File: src/rtl/cci_mpf_prim_heap_pkg.sv
// cci_mpf_prim_heap_pkg: default sizing and shared index/count types for the dual-free heap
package cci_mpf_prim_heap_pkg;
   localparam int HEAP_N_ENTRIES = 32;
   localparam int HEAP_N_DATA_BITS = 64;
   localparam int HEAP_MIN_FREE_SLOTS = 1;
   typedef logic [$clog2(HEAP_N_ENTRIES)-1:0] t_HEAP_IDX;
   typedef logic [$clog2(HEAP_N_ENTRIES):0] t_HEAP_CNT;
endpackage

File: src/rtl/cci_mpf_prim_heap_dualfree_alloc.sv
// cci_mpf_prim_heap_dualfree_alloc: free-tag vector, free count, lowest-free-tag grant and notFull
module cci_mpf_prim_heap_dualfree_alloc
   import cci_mpf_prim_heap_pkg::*;
#(
   parameter int N_ENTRIES = HEAP_N_ENTRIES,
   parameter int MIN_FREE_SLOTS = HEAP_MIN_FREE_SLOTS
)(
   input  logic                         clk,
   input  logic                         reset_n,
   input  logic                         enq_en,
   input  logic                         free [2],
   input  logic [$clog2(N_ENTRIES)-1:0] freeIdx [2],
   output logic                         notFull,
   output logic [$clog2(N_ENTRIES)-1:0] allocIdx,
   output logic [N_ENTRIES-1:0]         freeVec
);
   localparam int IW = $clog2(N_ENTRIES);
   localparam int CW = IW + 1;
   logic [N_ENTRIES-1:0] fv_nxt;
   logic [CW-1:0] free_cnt, cnt_nxt;
   logic [IW-1:0] low;
   always_comb begin
      fv_nxt = freeVec;
      if (enq_en) fv_nxt[allocIdx] = 1'b0;
      for (int i = 0; i < 2; i++) if (free[i]) fv_nxt[freeIdx[i]] = 1'b1;
      cnt_nxt = free_cnt - CW'(enq_en) + CW'(free[0]) + CW'(free[1]);
      low = '0;
      for (int i = N_ENTRIES - 1; i >= 0; i--) if (fv_nxt[i]) low = IW'(i);
   end
   always_ff @(posedge clk or negedge reset_n) begin
      if (!reset_n) begin
         freeVec <= '1;
         free_cnt <= CW'(N_ENTRIES);
         allocIdx <= '0;
         notFull <= 1'b0;
      end else begin
         freeVec <= fv_nxt;
         free_cnt <= cnt_nxt;
         allocIdx <= low;
         notFull <= cnt_nxt > CW'(MIN_FREE_SLOTS);
      end
   end
   a_pow2: assert property (@(posedge clk) ((N_ENTRIES & (N_ENTRIES - 1)) == 0) && (N_ENTRIES >= 4))
      else $fatal(1, "N_ENTRIES must be a power of 2 and at least 4");
   a_enq_full: assert property (@(posedge clk) disable iff (!reset_n) enq_en |-> notFull)
      else $fatal(1, "enq_en while notFull is low");
   a_free_same: assert property (@(posedge clk) disable iff (!reset_n)
      !(free[0] && free[1] && freeIdx[0] == freeIdx[1]))
      else $fatal(1, "both free ports release the same tag");
   for (genvar i = 0; i < 2; i++) begin : g_free_chk
      a_double_free: assert property (@(posedge clk) disable iff (!reset_n)
         free[i] |-> !freeVec[freeIdx[i]])
         else $fatal(1, "free of a tag that is already free");
   end
endmodule

File: src/rtl/cci_mpf_prim_heap_dualfree.sv
// cci_mpf_prim_heap_dualfree: tag allocator with per-tag payload, two out-of-order free/read channels
module cci_mpf_prim_heap_dualfree
   import cci_mpf_prim_heap_pkg::*;
#(
   parameter int N_ENTRIES = HEAP_N_ENTRIES,
   parameter int N_DATA_BITS = HEAP_N_DATA_BITS,
   parameter int MIN_FREE_SLOTS = HEAP_MIN_FREE_SLOTS
)(
   input  logic                         clk,
   input  logic                         reset_n,
   input  logic                         enq_en,
   input  logic [N_DATA_BITS-1:0]       enqData,
   output logic                         notFull,
   output logic [$clog2(N_ENTRIES)-1:0] allocIdx,
   input  logic                         readReq [2],
   input  logic [$clog2(N_ENTRIES)-1:0] readIdx [2],
   output logic                         readRdy [2],
   output logic [N_DATA_BITS-1:0]       readData [2],
   input  logic                         free [2],
   input  logic [$clog2(N_ENTRIES)-1:0] freeIdx [2]
);
   logic [N_ENTRIES-1:0] freeVec;
   logic [N_DATA_BITS-1:0] mem [2][N_ENTRIES];
   cci_mpf_prim_heap_dualfree_alloc #(
      .N_ENTRIES(N_ENTRIES),
      .MIN_FREE_SLOTS(MIN_FREE_SLOTS)
   ) alloc (
      .clk(clk),
      .reset_n(reset_n),
      .enq_en(enq_en),
      .free(free),
      .freeIdx(freeIdx),
      .notFull(notFull),
      .allocIdx(allocIdx),
      .freeVec(freeVec)
   );
   // One copy of the payload per read port keeps each array at 1 write / 1 read.
   always_ff @(posedge clk) begin
      for (int p = 0; p < 2; p++) begin
         if (enq_en) mem[p][allocIdx] <= enqData;
         readData[p] <= mem[p][readIdx[p]];
      end
   end
   always_ff @(posedge clk or negedge reset_n) begin
      if (!reset_n) begin
         readRdy[0] <= 1'b0;
         readRdy[1] <= 1'b0;
      end else begin
         readRdy[0] <= readReq[0];
         readRdy[1] <= readReq[1];
      end
   end
   for (genvar i = 0; i < 2; i++) begin : g_read_chk
      a_read_free: assert property (@(posedge clk) disable iff (!reset_n)
         readReq[i] |-> !freeVec[readIdx[i]])
         else $fatal(1, "read of a free tag");
      a_read_alloc: assert property (@(posedge clk) disable iff (!reset_n)
         !(readReq[i] && enq_en && readIdx[i] == allocIdx))
         else $fatal(1, "read of the tag being allocated");
   end
endmodule

File: config.mk
export PLATFORM = sky130hd
export DESIGN_NAME = cci_mpf_prim_heap_dualfree
export DESIGN_NICKNAME = d
export VERILOG_FILES = /design/src/rtl/cci_mpf_prim_heap_pkg.sv /design/src/rtl/cci_mpf_prim_heap_dualfree_alloc.sv /design/src/rtl/cci_mpf_prim_heap_dualfree.sv
export SDC_FILE = /design/constraint.sdc
export NUM_CORES = 2
export LEC_CHECK = 0
export BUFFER_PORTS_ARGS = -buffer_cell sky130_fd_sc_hd__buf_2
export CORE_MARGIN = 8
export CORE_UTILIZATION = 63
export DETAILED_ROUTE_END_ITERATION = 8
export GPL_TIMING_DRIVEN = 0
export HOLD_SLACK_MARGIN = 0.08
export PLACE_DENSITY = 0.8
export SLEW_MARGIN = 40
export SYNTH_ARGS = -nofsm -noshare
export SYNTH_HDL_FRONTEND = slang
export SYNTH_SLANG_ARGS = --single-unit
File: constraint.sdc
create_clock -name clk -period 4.65 [get_ports clk]
set_input_delay 0.93 -clock clk [delete_from_list [all_inputs] [get_ports clk]]
set_output_delay 0.93 -clock clk [all_outputs]
set_load 0.1 [all_outputs]
# --- Yosys cells after proc, flatten, opt, wreduce, memory -nomap -nowiden ---
# Memory sizes are Yosys's and may differ from the RTL's.
# Index checks and enable logic that the tools add are counted.
classes:
  div_mod_pow: 0
  magnitude_cmp: 11
  n_bitwise: 7
  mul: 0
  n_mux: 51
  n_eq_ne: 0
  n_shift: 0
  add_sub_neg: 3
  reduce_logical: 4
op_table:
  columns: ["operator", "n"]
  rows:
  - ["$mux W2048", 1]
  - ["$bmux W64 S5", 2]
  - ["$demux W64 S5", 1]
  - ["$mux W64", 5]
  - ["$mux W5", 32]
  - ["$mux W32", 3]
  - ["$or A32 B32 Y32", 2]
  - ["$and A32 B32 Y32", 1]
  - ["$not A32 Y32", 1]
  - ["$ge A6 B6 Y1 const B", 3]
  - ["$lt A5 B6 Y1 const B", 3]
  - ["$not A5 Y6", 3]
  - ["$demux W1 S5", 3]
  - ["$ge A5 B1 Y1 const B", 3]
  - ["$add A6 B1 Y6", 2]
  - ["$gt A6 B1 Y1 const B", 1]
  - ["$lt A6 B1 Y1 const B", 1]
  - ["$sub A6 B1 Y6", 1]
  - ["$logic_and A1 B1 Y1", 4]
  - ["$mux W1", 4]
word_totals:
  memories: 1
  latch_bits: 0
  out_inout_bits: 136
  ff_bits: 174
  romBits: 0
  elab_cells: 85
  inputBits: 91
  ramBits: 4096
mem_list:
  columns: ["memory", "depth", "width", "rd", "rd_clocked_by_memory_dff", "write_ports", "line_no", "text"]
  rows:
  - ["mem", 2, 2048, 2, 0, 2, "cci_mpf_prim_heap_dualfree.sv:23", "logic [N_DATA_BITS-1:0] mem [2][N_ENTRIES];"]

# --- Logic depth before layout (Yosys ltp) ---
logic_depth:
  word_depth: 43
  depth_mapped: 10
  mapped_depth_nobuf: 10

# --- Cells and area by module ---
# A second synthesis with hierarchy kept.
hier_totals:
  hier_cells: 4754
  hier_area_um2: 96754.0
by_module_without_submodules:
  columns: ["module", "cells_per_inst", "area_each_um2", "instances", "seq_area_each_um2"]
  rows:
  - ["cci_mpf_prim_heap_dualfree", 4502, 94134.0, 1, 64111.5]
  - ["cci_mpf_prim_heap_dualfree_alloc", 252, 2620.0, 1, 1142.3]

# --- Least setup slack after synthesis ---
# Ideal clock, no wire load.
synth_timing:
  path_kind: "register -> register"
  startpoint: "reg alloc.allocIdx[4]"
  endpoint: "mem mem[0][1919] (netlist bit) (enable)"
  setup_time_ns: 0.487
  period_less_slack_ns: 4.860
  path_stages_with_launch: 5
  n_path_buf: 2
  path_slack_ns: -0.210
  t_arrival_ns: 4.374
  t_required_ns: 4.163
  cell_sequence: "dfrtp_1 -> buf_6 -> or4b_1 -> buf_2 -> nor2_1"
synth_rtl:
  columns: ["item", "line_no", "text"]
  rows:
  - ["start, declared", "cci_mpf_prim_heap_dualfree_alloc.sv:14", "output logic [$clog2(N_ENTRIES)-1:0] allocIdx,"]
  - ["start signal, assigned", "cci_mpf_prim_heap_dualfree_alloc.sv:39", "allocIdx <= low;"]
  - ["end, declared", "cci_mpf_prim_heap_dualfree.sv:23", null]

# --- Final worst setup path ---
layout_timing:
  startpoint: "in readIdx[5] (netlist bit)"
  endpoint: "reg readData[114] (netlist bit)"
layout_via:
  elab_chain_cells: 4
layout_rtl:
  columns: ["item", "line_no", "text"]
  rows:
  - ["start, declared", "cci_mpf_prim_heap_dualfree.sv:16", "input logic [$clog2(N_ENTRIES)-1:0] readIdx [2],"]
  - ["$not A5 Y6 (not written as such)", "cci_mpf_prim_heap_dualfree.sv:41", "readData[p] <= mem[p][readIdx[p]];"]
  - ["$bmux W64 S5", "cci_mpf_prim_heap_dualfree.sv:41", null]
  - ["$mux W64 (not written as such) (2 in a row)", "cci_mpf_prim_heap_dualfree.sv:41", null]
  - ["end signal, assigned by index", "cci_mpf_prim_heap_dualfree.sv:41", null]
  - ["end, declared", "cci_mpf_prim_heap_dualfree.sv:18", "output logic [N_DATA_BITS-1:0] readData [2],"]
# No other way between the ends. The select of a mux whose other input is x is not followed.

==> reports/qor.yml <==
clock_tree:
  numCtsBuffers: 213
  cts.sinks: 2222
  cts_resized: 0
  cts_buffer_depth: 3
  path_clk_slew_ps: 60
  htreeDepth: 4
  cts-root-buf: "clkbuf_16"
  clk_latency_ps: 900
  cts_tree: "done"
worst_setup_path:
  crit_slowest_cell: "clkbuf_2"
  crit_arrival_ps: 4450
  reg2regPathDepth: 7
  crit-reg2reg-launch: "alloc.allocIdx[1]"
  critical_path_class: "in2reg"
  setup.worst_path.start_class: "primary input"
  critical_path.startpoint: "readIdx[5]"
  cp-end-kind: "flip-flop"
  crit_required_ps: 5400
  critPathCapture: "readData[114]"
  path_cells: "clkbuf_1 -> clkbuf_2 -> buf_2 -> mux4_2 -> mux4_2 -> mux2_2"
  crit_path_max_fanout: 12
  cpPeakStageDelay_ps: 750
  cpMostUsedCell: "mux4_2"
  reg2reg_slack_ps: 1600
  r2r-end: "mem[0][3299]"
place:
  place_inst: 6664
  gp_congestion: 0.916
  io_buffers: 216
  hpwl_mm: 208
final_layout:
  fin_nets: 4920
  final_cells: 7090
  postLayoutCoreUtil: 0.731
  syn_to_final_growth_pct: 15.5
  final_cell_mix: "2,048 x edfxtp_1, 1,280 x mux4_2, 360 x buf_2"
  mostFrequentLayoutCell: "edfxtp_1"
  drive_above_1_share: 0.495
floorplan:
  coreArea_mm2: 0.156
  dieHeight_um: 411
  rows: 145
  dieArea_mm2: 0.169
  die-width_um: 411
  initial_core_util: 0.633
  io_pins: 227
grt:
  grt_max_degree: 47
  grt_overflow_total: 0
  antenna_found_initial: 27
  grt_pass1_vias: 59700
  grt_first_pass_wirelength_mm: 461
  track_usage: 0.396
power_and_ir_drop:
  power_leakage_nw: 36.5
  power_mw: 48.7
  power_density_mw_per_mm2: 428
  ir_drop_mv: 0.603
sta:
  max_freq_ghz: 0.270
  worst_pin_slew_ps: 984
  max-slew-margin-rel: 0.344
  setup_viol: 0
  hold_viol_final: 0
  period_needed_ps: 3700
  finalMaxSlewViolations: 0
  min_period_over_period: 0.797
  rsz0062_at_grt: "false"
  fin_skew_ps: 36.6
route:
  drt-initial-drc-count: 11300
  vias_per_cell: 8.27
  drc: 0
  postRouteAntennaNets: 0
  wl_mm: 335
  routedWlPerCell_um: 47.2
  vias: 58600
  drt_pre_antenna_iters: 8
yosys:
  ys_types: 69
  synthCells: 4196
  syn_area_mm2: 0.0985
  ys_seq_area_frac: 0.662
  synth_edf_count: 2048
  synth_warnings: 0
  synth_ff_type: "edfxtp_1"
  synth_nets: 4294
  ys_seq_elements: 2222
  syn_avg_cell_area_um2: 23.5
  synthArstFlopShare: 0.0207
min_path:
  hp-class: "in2reg"
  hold_depth: 1
run_status:
  outcome: "complete, no violations"
flow_run:
  max_cap_viol_count: 0
-- flip-flops by register name (all words and copies together) (netlist names) --
register,cells
alloc.allocIdx,5
alloc.freeVec,32
alloc.free_cnt,6
alloc.notFull,1
mem,2048
readData,128
readRdy,2
-- where the power goes --
part | leakage [nW] | internal, mW | total (mW) | switching (mW)
Clock | 3.39 | 9.92 | 17.8 | 7.90
Combinational | 13.1 | 2.55 | 7.52 | 4.97
Sequential | 20.0 | 22.9 | 23.4 | 0.434
-- timing repair --
| action | 4_1_cts | 5_1_grt |
|---|---|---|
| hold buffers | 1 | 0 |
| endpoints found under the hold margin | 13 | 0 |
| setup buffers | 0 | 0 |
-- worst max-delay path, delay by kind of cell --
family                 cells  cell delay [ps]
muxes                      3             1510
buffers and inverters      3             1980
-- stage by stage --
stage | setup slack [ps] | instance area, um^2 | hold WS, ps | TNS, ps
after floorplan | -210 | 98500 | 494 | -52940
after global placement | -5280 | 102000 | 518 | -7469820
after detailed placement | 370 | 107000 | 542 | 0
after CTS | 1190 | 114000 | 125 | 0
after global routing | 1070 | 114000 | 133 | 0
final | 945 | 114000 | 160 | 0
-- layout make-up --
class                      count  area (um^2)
clock inverter               115         1250
sequential                  2222        65300
buffer                       311         1530
antenna                       27         67.6
timing repair buffer         411         5180
inverter                      20          105
clock buffer                 283         5780
fill                        8308        41900
multi-input combinational   1643        32100
tap                         2058         2570
-- how the worst min path moves through the flow --
stage / startpoint / to / slack (ps)
floorplan: alloc.freeVec[7] / alloc.freeVec[7] / 490
global placement: alloc.freeVec[7] / alloc.freeVec[7] / 520
detailed placement: alloc.freeVec[7] / alloc.freeVec[7] / 540
CTS: readReq[0] / readRdy[0] / 120
global route: readReq[1] / readRdy[1] / 130
finish: readReq[0] / readRdy[0] / 160
-- cells by family (layout without fill, tap and decap cells) --
logic type,after synthesis,after routing,share of synthesized area
flops,2222,2222,0.662
compound gates,88,88,0.00641
mux,1408,1408,0.307
xor+xnor,5,5,0.000445
other cells,0,27,0
simple gates,135,135,0.00823
buf+inv,331,1140,0.0141
fa+ha+maj,7,7,0.00104
-- metal layers --
metal | global-route usage | up-vias | share of wire
li1 | - | 20200 | -
met1 | 0.492 | 29800 | 0.29
met2 | 0.595 | 6927 | 0.45
met3 | 0.142 | 1724 | 0.17
met4 | 0.257 | 10 | 0.086
met5 | 0 | - | 0.00021
-- cell usage after synthesis (7+ instances only) --
cell type	count	area, um^2
mux2_2	128	1440
dfxtp_1	128	2560
clkbuf_1	156	586
nand3b_1	10	75.1
buf_2	104	521
nor3b_1	7	52.6
buf_1	48	180
o21ai_1	13	65.1
nand2b_1	7	43.8
o21ai_0	15	75.1
dfrtp_1	13	325
inv_1	20	75.1
mux4_2	1280	28800
o221ai_1	16	140
nor2_1	39	146
dfstp_2	33	867
edfxtp_1	2048	61500
nor3_1	9	45.0
nand2_1	14	52.6
a21oi_1	7	35.0
No activity file was read; power rests on OpenSTA's default activity.
